`config.mk`:
```
export PLATFORM = sky130hd
export DESIGN_NAME = decryption_router_flat
export DESIGN_NICKNAME = d
export VERILOG_FILES = /design/src/rtl/decryption_router_if.sv /design/src/rtl/decryption_router.sv /design/src/flat_wrapper.sv
export SDC_FILE = /design/constraint.sdc
export NUM_CORES = 1
export LEC_CHECK = 0
export BUFFER_PORTS_ARGS = -buffer_cell sky130_fd_sc_hd__buf_2
export CORE_UTILIZATION = 55
export CTS_CLUSTER_DIAMETER = 150
export DETAILED_ROUTE_END_ITERATION = 16
export PLACE_DENSITY = 0.89
export SLEW_MARGIN = 25
export SYNTH_ARGS = -nofsm -noshare
export SYNTH_HDL_FRONTEND = slang
export SYNTH_SLANG_ARGS = --single-unit
```
`constraint.sdc`:
```
create_clock -name clk_sys -period 5.48 [get_ports clk_sys]
set_input_delay 0.822 -clock clk_sys [delete_from_list [all_inputs] [get_ports clk_sys]]
set_output_delay 0.822 -clock clk_sys [all_outputs]
set_load 0.005 [all_outputs]
```
`src/rtl/decryption_router_if.sv`:
```
// Bus bundle for decryption_router: master word input, engine fan-out/fan-in and buffered byte output.
// With ROUTER_STATS_EN defined, the bundle also carries the byte and drop counters.
interface decryption_router_if #(
  parameter int MST_DWIDTH = 32,
  parameter int SYS_DWIDTH = 8,
  parameter int NUM_CH     = 4,
  parameter int SEL_WIDTH  = 3
);
  logic [SEL_WIDTH-1:0]         sel_i;
  logic [MST_DWIDTH-1:0]        data_i;
  logic                         valid_i;
  logic                         busy;
  logic [SYS_DWIDTH-1:0]        ch_data_o;
  logic [NUM_CH-1:0]            ch_valid_o;
  logic [NUM_CH-1:0]            ch_busy_i;
  logic [NUM_CH*SYS_DWIDTH-1:0] ch_data_i;
  logic [NUM_CH-1:0]            ch_valid_i;
  logic [SYS_DWIDTH-1:0]        data_o;
  logic                         valid_o;
  logic                         ready_i;
  logic                         err_o;
  logic                         overflow_o;
`ifdef ROUTER_STATS_EN
  logic [15:0]                  bytes_cnt_o;
  logic [15:0]                  drop_cnt_o;
`endif

  modport master (
    output sel_i, data_i, valid_i, ch_busy_i, ch_data_i, ch_valid_i, ready_i,
    input  busy, ch_data_o, ch_valid_o, data_o, valid_o, err_o, overflow_o
`ifdef ROUTER_STATS_EN
    , input bytes_cnt_o, drop_cnt_o
`endif
  );

  modport slave (
    input  sel_i, data_i, valid_i, ch_busy_i, ch_data_i, ch_valid_i, ready_i,
    output busy, ch_data_o, ch_valid_o, data_o, valid_o, err_o, overflow_o
`ifdef ROUTER_STATS_EN
    , output bytes_cnt_o, drop_cnt_o
`endif
  );
endinterface

```
`src/rtl/decryption_router.sv`:
```
// Word-to-byte router feeding NUM_CH decryption engines, with a show-ahead return FIFO.
// Optional ROUTER_STATS_EN adds transfer and drop counters.
//
// state | meaning
// IDLE  | waiting for a word; ch_valid_o low, ch_data_o holds last byte
// SHIFT | streaming latched word MSB-first to engine cur_sel
module decryption_router #(
  parameter int MST_DWIDTH = 32,
  parameter int SYS_DWIDTH = 8,
  parameter int NUM_CH     = 4,
  parameter int SEL_WIDTH  = 3,
  parameter int FIFO_DEPTH = 8
) (
  input logic              clk_sys,
  input logic              rst,
  decryption_router_if.slave bus
);
  localparam int BYTES = MST_DWIDTH / SYS_DWIDTH;
  localparam int IDX_W = (BYTES > 1) ? $clog2(BYTES) : 1;
  localparam int PTR_W = (FIFO_DEPTH > 1) ? $clog2(FIFO_DEPTH) : 1;
  localparam int CNT_W = PTR_W + 1;
  localparam int NUM_CH_I = NUM_CH;
  localparam int DEPTH_I  = FIFO_DEPTH;
  localparam int BYTES_I  = BYTES;
  localparam int LAST_I   = BYTES - 1;

  localparam logic [0:0] IDLE  = 1'b0;
  localparam logic [0:0] SHIFT = 1'b1;

  localparam logic [SEL_WIDTH:0] NUM_CH_W = NUM_CH_I[SEL_WIDTH:0];
  localparam logic [CNT_W-1:0]   DEPTH_C  = DEPTH_I[CNT_W-1:0];
  localparam logic [CNT_W-1:0]   BYTES_C  = BYTES_I[CNT_W-1:0];
  localparam logic [IDX_W-1:0]   LAST_IDX = LAST_I[IDX_W-1:0];

  logic [0:0]            state_r;
  logic [SEL_WIDTH-1:0]  cur_sel_r;
  logic [MST_DWIDTH-1:0] word_r;
  logic [IDX_W-1:0]      idx_r;
  logic                  err_r;
  logic                  ovf_r;

  logic [SYS_DWIDTH-1:0] mem [FIFO_DEPTH];
  logic [PTR_W-1:0]      wr_ptr_r;
  logic [PTR_W-1:0]      rd_ptr_r;
  logic [CNT_W-1:0]      count_r;

  logic                  busy_w;
  logic                  accept;
  logic                  sel_ok;
  logic [NUM_CH-1:0]     sel_mask;
  logic [NUM_CH-1:0]     ch_valid_w;
  logic [SYS_DWIDTH-1:0] ch_data_w;
  logic [SYS_DWIDTH-1:0] push_data;
  logic                  push;
  logic                  pop;
  logic                  full;
  logic                  wr_en;
  logic                  xfer;

  assign busy_w = (state_r != IDLE) || ((DEPTH_C - count_r) < BYTES_C);
  assign accept = bus.valid_i && !busy_w;
  assign sel_ok = {1'b0, bus.sel_i} < NUM_CH_W;

  always_comb begin
    sel_mask  = '0;
    push_data = '0;
    ch_data_w = '0;
    for (int k = 0; k < NUM_CH; k++) begin
      sel_mask[k] = (int'(cur_sel_r) == k);
      if (sel_mask[k]) push_data = bus.ch_data_i[k*SYS_DWIDTH +: SYS_DWIDTH];
    end
    // idx 0 is the most-significant byte
    for (int b = 0; b < BYTES; b++) begin
      if (int'(idx_r) == BYTES - 1 - b) ch_data_w = word_r[b*SYS_DWIDTH +: SYS_DWIDTH];
    end
  end

  assign ch_valid_w = (state_r == SHIFT) ? (sel_mask & ~bus.ch_busy_i) : '0;
  assign xfer       = |ch_valid_w;
  assign push       = |(sel_mask & bus.ch_valid_i);
  assign pop        = (count_r != '0) && bus.ready_i;
  assign full       = (count_r == DEPTH_C);
  assign wr_en      = push && (!full || pop);

  // idx stays on the last byte after SHIFT so ch_data_o holds it while idle
  always_ff @(posedge clk_sys or posedge rst) begin
    if (rst) begin
      state_r   <= IDLE;
      cur_sel_r <= '0;
      word_r    <= '0;
      idx_r     <= '0;
      err_r     <= 1'b0;
    end else begin
      err_r <= 1'b0;
      case (state_r)
        IDLE: begin
          if (accept) begin
            if (sel_ok) begin
              cur_sel_r <= bus.sel_i;
              word_r    <= bus.data_i;
              idx_r     <= '0;
              state_r   <= SHIFT;
            end else begin
              err_r <= 1'b1;
            end
          end
        end
        SHIFT: begin
          if (xfer) begin
            if (idx_r == LAST_IDX) state_r <= IDLE;
            else                   idx_r   <= idx_r + 1'b1;
          end
        end
        default: state_r <= IDLE;
      endcase
    end
  end

  always_ff @(posedge clk_sys or posedge rst) begin
    if (rst) begin
      wr_ptr_r <= '0;
      rd_ptr_r <= '0;
      count_r  <= '0;
      ovf_r    <= 1'b0;
    end else begin
      if (wr_en) wr_ptr_r <= wr_ptr_r + 1'b1;
      if (pop)   rd_ptr_r <= rd_ptr_r + 1'b1;
      if (push && full && !pop) ovf_r <= 1'b1;
      case ({wr_en, pop})
        2'b10:   count_r <= count_r + 1'b1;
        2'b01:   count_r <= count_r - 1'b1;
        default: count_r <= count_r;
      endcase
    end
  end

  always_ff @(posedge clk_sys) begin
    if (wr_en) mem[wr_ptr_r] <= push_data;
  end

  assign bus.busy       = busy_w;
  assign bus.ch_data_o  = ch_data_w;
  assign bus.ch_valid_o = ch_valid_w;
  assign bus.data_o     = (count_r != '0) ? mem[rd_ptr_r] : '0;
  assign bus.valid_o    = (count_r != '0);
  assign bus.err_o      = err_r;
  assign bus.overflow_o = ovf_r;

`ifdef ROUTER_STATS_EN
  logic [15:0] bytes_cnt_r;
  logic [15:0] drop_cnt_r;
  logic [15:0] drop_inc;

  always_comb begin
    drop_inc = {15'd0, push && full && !pop};
    for (int k = 0; k < NUM_CH; k++) begin
      if (bus.ch_valid_i[k] && !sel_mask[k]) drop_inc = drop_inc + 16'd1;
    end
  end

  always_ff @(posedge clk_sys or posedge rst) begin
    if (rst) begin
      bytes_cnt_r <= '0;
      drop_cnt_r  <= '0;
    end else begin
      if (xfer) bytes_cnt_r <= bytes_cnt_r + 16'd1;
      drop_cnt_r <= drop_cnt_r + drop_inc;
    end
  end

  assign bus.bytes_cnt_o = bytes_cnt_r;
  assign bus.drop_cnt_o  = drop_cnt_r;
`endif
endmodule

```
`src/flat_wrapper.sv`:
```
// flat-port wrapper written by rule: the top's interface ports become plain ports
module decryption_router_flat 
#(
  parameter int MST_DWIDTH = 32,
  parameter int SYS_DWIDTH = 8,
  parameter int NUM_CH     = 4,
  parameter int SEL_WIDTH  = 3,
  parameter int FIFO_DEPTH = 8
)
  (clk_sys, rst, bus_sel_i, bus_data_i, bus_valid_i, bus_ch_busy_i, bus_ch_data_i, bus_ch_valid_i, bus_ready_i, bus_busy, bus_ch_data_o, bus_ch_valid_o, bus_data_o, bus_valid_o, bus_err_o, bus_overflow_o);
  decryption_router_if #(.MST_DWIDTH(MST_DWIDTH), .SYS_DWIDTH(SYS_DWIDTH), .NUM_CH(NUM_CH), .SEL_WIDTH(SEL_WIDTH)) bus_i ();
  input logic clk_sys;
  input logic rst;
  input wire logic [$bits(bus_i.sel_i)-1:0] bus_sel_i;
  input wire logic [$bits(bus_i.data_i)-1:0] bus_data_i;
  input wire logic [$bits(bus_i.valid_i)-1:0] bus_valid_i;
  input wire logic [$bits(bus_i.ch_busy_i)-1:0] bus_ch_busy_i;
  input wire logic [$bits(bus_i.ch_data_i)-1:0] bus_ch_data_i;
  input wire logic [$bits(bus_i.ch_valid_i)-1:0] bus_ch_valid_i;
  input wire logic [$bits(bus_i.ready_i)-1:0] bus_ready_i;
  output wire logic [$bits(bus_i.busy)-1:0] bus_busy;
  output wire logic [$bits(bus_i.ch_data_o)-1:0] bus_ch_data_o;
  output wire logic [$bits(bus_i.ch_valid_o)-1:0] bus_ch_valid_o;
  output wire logic [$bits(bus_i.data_o)-1:0] bus_data_o;
  output wire logic [$bits(bus_i.valid_o)-1:0] bus_valid_o;
  output wire logic [$bits(bus_i.err_o)-1:0] bus_err_o;
  output wire logic [$bits(bus_i.overflow_o)-1:0] bus_overflow_o;
  assign bus_i.sel_i = bus_sel_i;
  assign bus_i.data_i = bus_data_i;
  assign bus_i.valid_i = bus_valid_i;
  assign bus_i.ch_busy_i = bus_ch_busy_i;
  assign bus_i.ch_data_i = bus_ch_data_i;
  assign bus_i.ch_valid_i = bus_ch_valid_i;
  assign bus_i.ready_i = bus_ready_i;
  assign bus_busy = bus_i.busy;
  assign bus_ch_data_o = bus_i.ch_data_o;
  assign bus_ch_valid_o = bus_i.ch_valid_o;
  assign bus_data_o = bus_i.data_o;
  assign bus_valid_o = bus_i.valid_o;
  assign bus_err_o = bus_i.err_o;
  assign bus_overflow_o = bus_i.overflow_o;
  decryption_router #(.MST_DWIDTH(MST_DWIDTH), .SYS_DWIDTH(SYS_DWIDTH), .NUM_CH(NUM_CH), .SEL_WIDTH(SEL_WIDTH), .FIFO_DEPTH(FIFO_DEPTH)) u_core (.clk_sys(clk_sys), .rst(rst), .bus(bus_i));
endmodule
```
==> flow_summary.toml, run 1 <==
[timing]
drv_slew = 0
period_share_pct = 64.0
max_freq_mhz = 285
finalSetupViolCount = 0
finalCriticalPeriod_ns = 3.51
whs_ns = 0.457
relSlewSlack_pct = 42.5
rsz0062_at_grt = "no"
hold_viol_final = 0
finClkSkew_ns = 0.00684
worst_pin_slew_ns = 0.859
fin_setup_tns_ns = 0

[place]
io_buffers = 102
place.gp.congestion = 0.795
place_area_um2 = 5910
dp_hpwl_mm = 8.09

[layout]
syn_to_final_growth_pct = 22.4
n_antenna_cell = 0
fillCellCount = 603
regArea_um2 = 3170
layout.nets = 528
design_area_um2 = 6520
drive_above_1_share_pct = 46.4
multi_input_area_um2 = 2030

[synth]
async_flop_share_pct = 43.9
yosys_warnings = 0
synth_seq_cells = 114
ys_dominant_reg_cell = "edfxtp_1"
syn-num-nets = 424
syn_avg_cell_area_um2 = 15.8
synth_area_um2 = 5320
yosys.area.top_type_share_pct = 36.1
yosysSeqAreaShare_pct = 59.6
yosys-top-cells-area = "edfxtp_1 36%, dfrtp_1 24%, mux4_2 11%, mux2_4 7.9%, ha_1 2.1%"
netlist_instances = 336
synth_edf_count = 64
synth_top_area_cell = "edfxtp_1"
ys_types = 46

[worst_setup_path]
path_class = "reg2out"
start_kind = "register"
worstPathArrival_ns = 2.68
critical_path_required_ns = 4.66
end_kind = "primary output"
path_max_fanout = 10

[grt]
grt_pass1_vias = 3685
grt_max_degree = 51
grt_usage_pct = 26.4
antenna_found_initial = 0
grt_overflow = 0
grt_pass1_wl_mm = 19.4

[outcome]
status = "finished, final reports clean"

[power_and_ir_drop]
powerDensity_nw_per_um2 = 636
power.leakage_nw = 2.66
irDropWorstVdd_mv = 0.326

[worst_hold_path]
hp-class = "in2async"

[die]
dieArea_um2 = 10100
ios = 103
rows = 35
initial_core_util_pct = 57.1
fp.dieW_um = 100
core_area_um2 = 9330
die_h_um = 100

[clocking]
post_cts_buffers = 0
cts_inserted_buffers = 17
cts_tree = "built"
worstSkewPairLatency_ns = 0.51
max-clock-path-buffers = 2
clkTransAtPathRegs_ns = 0.06
h-tree-depth = 4
postCtsHoldBufs = 0
clock_sinks = 114
ctsRootBufferMaster = "clkbuf_8"
cts_resized = 0

[route]
drc_errors = 0
dr_wl_met2_mm = 6.31
vias_per_cell = 5.85
dr.pass1.iters = 5
met3WireLength_um = 874
wl_met1_mm = 4.83
via_count = 3407
dr.max_layer_used = "met4"
first_iter_violations = 251
wirelength_mm = 12.2
avgRoutedWirePerCell_um = 21.0
ant_nets = 0

[job]
max-cap-violations = 0
[synthesized netlist by cell type, types with 2 or more instances]
master	number
a21oi_1	4
a221oi_1	7
and2_1	9
buf_1	4
buf_2	5
buf_6	3
clkbuf_1	6
dfrtp_1	50
edfxtp_1	64
ha_1	9
inv_1	6
mux2_2	9
mux2_4	28
mux2i_1	8
mux4_2	26
nand2_1	16
nand2b_1	4
nand3_1	3
nand3b_1	2
nor2_1	22
nor2b_1	8
nor3_1	5
nor4b_1	2
o21ai_0	2
o31ai_1	7
xnor2_1	2
xor2_1	6
[worst paths after layout]
| path | start | end | slack, ns | cells past startpoint |
|---|---|---|---|---|
| hold / removal | rst | u_core.bus.err_o | 0.46 | 2 |
| max in group asynchronous | rst | u_core.rd_ptr_r[0] | 4.47 | 2 |
| setup / recovery | u_core.idx_r[0] | bus_ch_data_o[1] | 1.97 | 6 |
| min in group clk_sys | u_core.bus.overflow_o | u_core.bus.overflow_o | 0.49 | 1 |
| setup reg to reg | u_core.cur_sel_r[0] | u_core.count_r[2] | 2.41 | 9 |
| hold reg to reg | u_core.bus.overflow_o | u_core.bus.overflow_o | 0.49 | 1 |
[where the power goes]
part	leakage, nW	internal, mW	switching [mW]
clock network	0.281	0.695	0.394
logic	1.20	0.760	0.676
registers	1.18	1.30	0.316
total	2.66	2.75	1.39
[per-layer routing]
layer	GRT usage [%]	up-vias
li1	-	1486
met5	0	-
met4	11.3	0
met3	7.38	21
met1	32.2	1729
met2	44.3	171
[critical path: stages, from the launching register on]
cell      delay, ns
dfrtp_1        0.44
inv_1          0.10
ha_1           0.36
nor2b_1        0.57
a221oi_1       0.23
o31ai_1        0.31
buf_2          0.17
[placed cells by master (no fill, tap or decap), drive strengths merged, types with 9 or more instances in the layout]
| cell type | instances |
|---|---|
| buf | 104 |
| edfxtp | 64 |
| dfrtp | 50 |
| mux2 | 37 |
| mux4 | 26 |
| nor2 | 24 |
| clkbuf | 17 |
| nand2 | 16 |
| and2 | 9 |
| ha | 9 |
[cells by family (layout without fill, tap and decap cells)]
kind of cell	Yosys count	after routing	share of synthesized area, %
AND/OR/NAND/NOR	80	80	7.78
XOR/XNOR	8	8	1.32
AO/OA/AOI/OAI	29	29	4.49
buffers and inverters	25	142	2.37
adder cells (fa/ha/maj)	9	9	2.12
flip-flops	114	114	59.6
multiplexers	71	71	22.3
[flip-flops by register name (all words and copies together) (netlist names), 2 cells and up]
signal / flops
u_core.rd_ptr_r: 3
u_core.wr_ptr_r: 3
u_core.count_r: 4
u_core.mem: 64
u_core.cur_sel_r: 3
u_core.word_r: 32
u_core.idx_r: 2
[cell type report]
cell class                 count  share of cell area (%)
multi-input combinational    197                    31.2
inverter                       6                   0.365
clock buffer                  17                    6.36
tap                          129                    2.48
timing repair buffer         104                    8.07
clock inverter                15                    2.80
sequential                   114                    48.7
[metrics by stage]
stage	utilization, %	setup slack, ns	instances	power, mW
2_1_floorplan	-	2.83	336	2.57
3_3_place_gp	63.2	2.37	549	2.91
3_5_place_dp	63.4	2.29	549	3.02
4_1_cts	69.8	2.00	581	4.15
5_1_grt	69.8	1.86	582	4.34
6_report	69.8	1.97	582	4.14
Power figures use the tool's default switching activity.
==> run 2, diff against run 1 <==
--- a/config.mk
+++ b/config.mk
@@ -6,10 +6,10 @@
 export NUM_CORES = 1
 export LEC_CHECK = 0
 export BUFFER_PORTS_ARGS = -buffer_cell sky130_fd_sc_hd__buf_2
-export CORE_UTILIZATION = 55
+export CORE_UTILIZATION = 50
 export CTS_CLUSTER_DIAMETER = 150
 export DETAILED_ROUTE_END_ITERATION = 16
-export PLACE_DENSITY = 0.89
+export PLACE_DENSITY = 0.86
 export SLEW_MARGIN = 25
 export SYNTH_ARGS = -nofsm -noshare
 export SYNTH_HDL_FRONTEND = slang
==> constraint.sdc (replaced) <==
create_clock -name clk_sys -period 3 [get_ports clk_sys]
set_input_delay 0.45 -clock clk_sys [delete_from_list [all_inputs] [get_ports clk_sys]]
set_output_delay 0.45 -clock clk_sys [all_outputs]
set_load 0.005 [all_outputs]
==> run 2 against run 1 <==
Combinational power increased by 97%. Count of clock-buffer cells in the layout increased by 2. Die area increased by 9.8%. Largest power group is now combinational logic.
==> flow_summary.toml, run 2 (synthesis gave the netlist of run 1 again) <==
[clocking]
cts_inserted_buffers = 17
worstSkewPairLatency_ns = 0.51
h-tree-depth = 4
postCtsHoldBufs = 0
clock_sinks = 114
ctsRootBufferMaster = "clkbuf_8"
max-clock-path-buffers = 2
cts_tree = "built"
clkTransAtPathRegs_ns = 0.05

[timing]
relSlewSlack_pct = 41.7
finalCriticalPeriod_ns = 2.85
hold_viol_final = 0
finClkSkew_ns = 0.00803
finalSetupViolCount = 0
fin_setup_tns_ns = 0
period_share_pct = 95.0
max_freq_mhz = 351
worst_pin_slew_ns = 0.873
rsz0062_at_grt = "no"
drv_slew = 0

[worst_setup_path]
crit_start = "u_core.idx_r[0]"
path_class = "reg2out"
rr_worst_depth = 9
rr_startpoint = "u_core.count_r[1]"
start_kind = "register"
critical_path_required_ns = 2.55
path_max_fanout = 10
worstPathArrival_ns = 2.40
end_kind = "primary output"

[route]
drc_errors = 0
vias_per_cell = 5.66
avgRoutedWirePerCell_um = 20.0
first_iter_violations = 222
dr.pass1.iters = 4
via_count = 3397
wirelength_mm = 12.0
ant_nets = 0

[place]
place_area_um2 = 6000
place.gp.congestion = 0.794
io_buffers = 102
dp_hpwl_mm = 7.92

[layout]
drive_above_1_share_pct = 46.1
layout.nets = 539
fillCellCount = 719
multi_input_area_um2 = 2030
design_area_um2 = 6650
regArea_um2 = 3170
n_antenna_cell = 0
reg.largest.list = "u_core.mem: 64 flops, u_core.word_r: 32 flops, u_core.count_r: 4 flops"
layout_commonest_cell = "buf_2"
final_cell_mix = "102 x buf_2, 64 x edfxtp_1, 50 x dfrtp_1"
largest_reg_flops = 64
syn_to_final_growth_pct = 24.9
top_register = "u_core.mem"

[grt]
grt_pass1_vias = 3682
antenna_found_initial = 1
grt_pass1_wl_mm = 19.5
grt_usage_pct = 23.8
grt_overflow = 0
grt_max_degree = 51

[outcome]
status = "finished, final reports clean"

[worst_hold_path]
hp-class = "in2async"

[power_and_ir_drop]
power.leakage_nw = 2.74
finalPower_mw = 7.78
powerDensity_nw_per_um2 = 1170
irDropWorstVdd_mv = 0.664

[die]
fp.dieW_um = 105
rows = 37
initial_core_util_pct = 51.6
die_h_um = 105
core_area_um2 = 10300
dieArea_um2 = 11100
ios = 103

[job]
max-cap-violations = 0
run 2: where the power goes:
group / total, mW / switching (mW) / internal, mW
clock: 2.16 / 0.661 / 1.50
sequential: 2.77 / 0.402 / 2.37
combinational: 2.84 / 1.39 / 1.45
total: 7.78 / 2.45 / 5.33
run 2: final cells by class:
cell class	count	share of cell area, %
clock buffer	19	6.34
clock inverter	13	3.22
inverter	6	0.358
multi-input combinational	197	30.5
sequential	114	47.7
tap	136	2.56
timing repair buffer	115	9.33
run 2: per-stage QoR:
step	std cells	util, %	setup WS [ns]	hold slack, ns
final	600	64.4	0.149	0.0917
after global routing	600	64.4	0.00808	0.138
after CTS	599	64.3	0.0393	0.137
after detailed placement	567	58.1	0.213	0.465
after global placement	567	58.1	0.349	0.455
after floorplan	336	-	0.438	0.466
run 2: what timing repair did:
item,4_1_cts,5_1_grt
gates resized for setup,0,1
buffers inserted,0,1
endpoints found under the setup margin,0,8
run 2: worst paths after layout:
path                                    endpoint  slack, ns
setup reg to reg               u_core.count_r[2]       0.19
setup / recovery                bus_ch_data_o[7]       0.15
hold reg to reg            u_core.bus.overflow_o       0.47
hold / removal                 u_core.count_r[2]       0.09
max in group asynchronous      u_core.word_r[26]       2.38
min in group clk_sys            u_core.bus.err_o       0.16
run 2: worst max-delay path, cell delays in order (launching register included):
cell and delay [ns]:
dfrtp_1 0.43, inv_1 0.10, ha_1 0.41, nor2b_2 0.17, a221oi_1 0.52, o31ai_1 0.11
buf_2 0.15
run 2: metal layers:
layer | GRT usage [%] | vias to the layer above | part of all wire [%]
li1 | - | 1514 | -
met4 | 8.35 | 0 | 2.0
met1 | 29.3 | 1722 | 40
met2 | 39.3 | 138 | 51
met5 | 0 | - | 0
met3 | 8.17 | 23 | 6.7
==> run 3, diff against run 2 <==
--- a/config.mk
+++ b/config.mk
@@ -10,6 +10,7 @@
 export CTS_CLUSTER_DIAMETER = 150
 export DETAILED_ROUTE_END_ITERATION = 16
 export PLACE_DENSITY = 0.86
+export REMOVE_ABC_BUFFERS = 1
 export SLEW_MARGIN = 25
 export SYNTH_ARGS = -nofsm -noshare
 export SYNTH_HDL_FRONTEND = slang
==> run 3 against run 2 <==
Power shrank 4.4%. Clock power decreased by 14%. Global-route usage down 0.46 points. Via count fell by 0.32%. Final area down 1.2%. Routed wire length shrank 1.4%. Non-clock buffer count is 1 higher. Highest routed layer unchanged. Sequential power barely moved.
==> flow_summary.toml, run 3 (synthesis gave the netlist of run 1 again) <==
[power_and_ir_drop]
irDropWorstVdd_mv = 0.690
pwr-share-seq_pct = 37.5
combPwrFrac_pct = 37.7
power.leakage_nw = 2.70
switching_share_pct = 33.8
clkPwrFrac_pct = 24.8
p_sw_mw = 2.51
powerDensity_nw_per_um2 = 1130
p_int_mw = 4.93

[timing]
drv_slew = 0
finalCriticalPeriod_ns = 2.83
max_freq_mhz = 353
rsz0062_at_grt = "no"
hold_viol_final = 0
fin_setup_tns_ns = 0
finalSetupViolCount = 0
period_share_pct = 94.3
finClkSkew_ns = 0.00705
relSlewSlack_pct = 44.5
worst_pin_slew_ns = 0.832

[die]
die_h_um = 105
rows = 37
ios = 103
dieArea_um2 = 11100
initial_core_util_pct = 51.6
fp.dieW_um = 105
core_area_um2 = 10300

[layout]
layout_commonest_cell = "buf_2"
design_area_um2 = 6570
regArea_um2 = 3170
syn_to_final_growth_pct = 23.4
final_cell_mix = "102 x buf_2, 64 x edfxtp_1, 50 x dfrtp_1"
multi_input_area_um2 = 2030
fillCellCount = 744
reg.largest.list = "u_core.mem: 64 flops, u_core.word_r: 32 flops, u_core.count_r: 4 flops"
top_register = "u_core.mem"
largest_reg_flops = 64
drive_above_1_share_pct = 46.9
n_antenna_cell = 0
layout.nets = 540

[route]
via_count = 3386
first_iter_violations = 190
dr.pass1.iters = 4
drc_errors = 0
ant_nets = 0
wirelength_mm = 11.8
vias_per_cell = 5.63
avgRoutedWirePerCell_um = 19.7

[worst_setup_path]
rr_worst_depth = 9
worstPathArrival_ns = 2.38
critical_path_required_ns = 2.55
rr_startpoint = "u_core.count_r[1]"
end_kind = "primary output"
start_kind = "register"
path_class = "reg2out"
path_max_fanout = 10
reg2reg_to = "u_core.count_r[2]"
rrSetupSlack_ns = 0.19
crit_start = "u_core.idx_r[0]"

[clocking]
cts_tree = "built"
postCtsHoldBufs = 0
worstSkewPairLatency_ns = 0.51
max-clock-path-buffers = 2
ctsRootBufferMaster = "clkbuf_8"
clkTransAtPathRegs_ns = 0.06
clock_sinks = 114
h-tree-depth = 4
cts_inserted_buffers = 17

[outcome]
status = "finished, final reports clean"

[worst_hold_path]
hp-class = "in2async"

[grt]
grt_usage_pct = 23.4
grt_max_degree = 51
grt_pass1_vias = 3587
antenna_found_initial = 0
grt_pass1_wl_mm = 19.1
grt_overflow = 0

[place]
dp_hpwl_mm = 7.78
io_buffers = 102
place_area_um2 = 6020
place.gp.congestion = 0.769

[job]
max-cap-violations = 0
## run 3: cell count changes in the layout (fill, tap and decap cells not counted)
| cell | before | now |
|---|---|---|
| buf_4 | 12 | 13 |
| bufinv_16 | 6 | 1 |
| clkbuf_1 | 2 | 0 |
| clkinv_1 | 3 | 2 |
| clkinv_2 | 4 | 3 |
| clkinv_4 | 0 | 2 |
| clkinvlp_4 | 1 | 3 |
| inv_6 | 0 | 5 |
## run 3: through the flow
step	hold slack, ns	power (mW)	worst slack (ns)	util (%)	std cells
6_report	0.0763	7.44	0.171	63.6	601
5_1_grt	0.143	7.84	0.0377	63.6	601
4_1_cts	0.152	7.47	0.0645	63.6	601
3_5_place_dp	0.464	5.56	0.261	58.3	569
3_3_place_gp	0.454	5.40	0.457	58.3	569
2_1_floorplan	0.466	4.62	-0.207	-	317
## run 3: routing by layer
layer  track usage (%)  share of wire, %  wire (um)
met2              40.4                53       6280
met5                 0                 0          0
met1              28.8                40       4770
met4              6.94               1.2        142
met3              6.24               5.2        619
## run 3: power by group through the flow
| stage | clock network [mW] | registers [mW] | logic [mW] |
|---|---|---|---|
| finish | 1.85 | 2.79 | 2.80 |
| global route | 1.94 | 2.84 | 3.05 |
| CTS | 1.87 | 2.79 | 2.82 |
| detailed placement | 0 | 2.79 | 2.77 |
| global placement | 0 | 2.75 | 2.65 |
| floorplan | 0 | 2.76 | 1.87 |
## run 3: repair_timing
| item | CTS | global route |
|---|---|---|
| setup buffers | 0 | 0 |
| resized for setup | 0 | 1 |
| endpoints found under the setup margin | 0 | 7 |
## run 3: area by class of cell
type	instances	share of cell area, %
inverter	6	0.362
multi-input combinational	197	30.8
clock inverter	15	2.00
clock buffer	17	6.31
tap	136	2.59
timing repair buffer	116	9.57
sequential	114	48.3
## run 3: critical path, stage by stage (launching register included)
cell      delay [ns]
dfrtp_1         0.44
inv_1           0.09
ha_1            0.36
nor2b_2         0.35
a221oi_1        0.14
o31ai_1         0.31
buf_2           0.18
## run 3: how the worst max path moves through the flow
stage	end	slack (ns)	cells after the start
6_report	bus_ch_data_o[1]	0.17	6
5_1_grt	u_core.count_r[2]	0.04	9
4_1_cts	bus_ch_data_o[1]	0.06	6
3_5_place_dp	u_core.count_r[2]	0.26	9
3_3_place_gp	u_core.count_r[2]	0.46	9
2_1_floorplan	u_core.idx_r[1]	-0.21	4
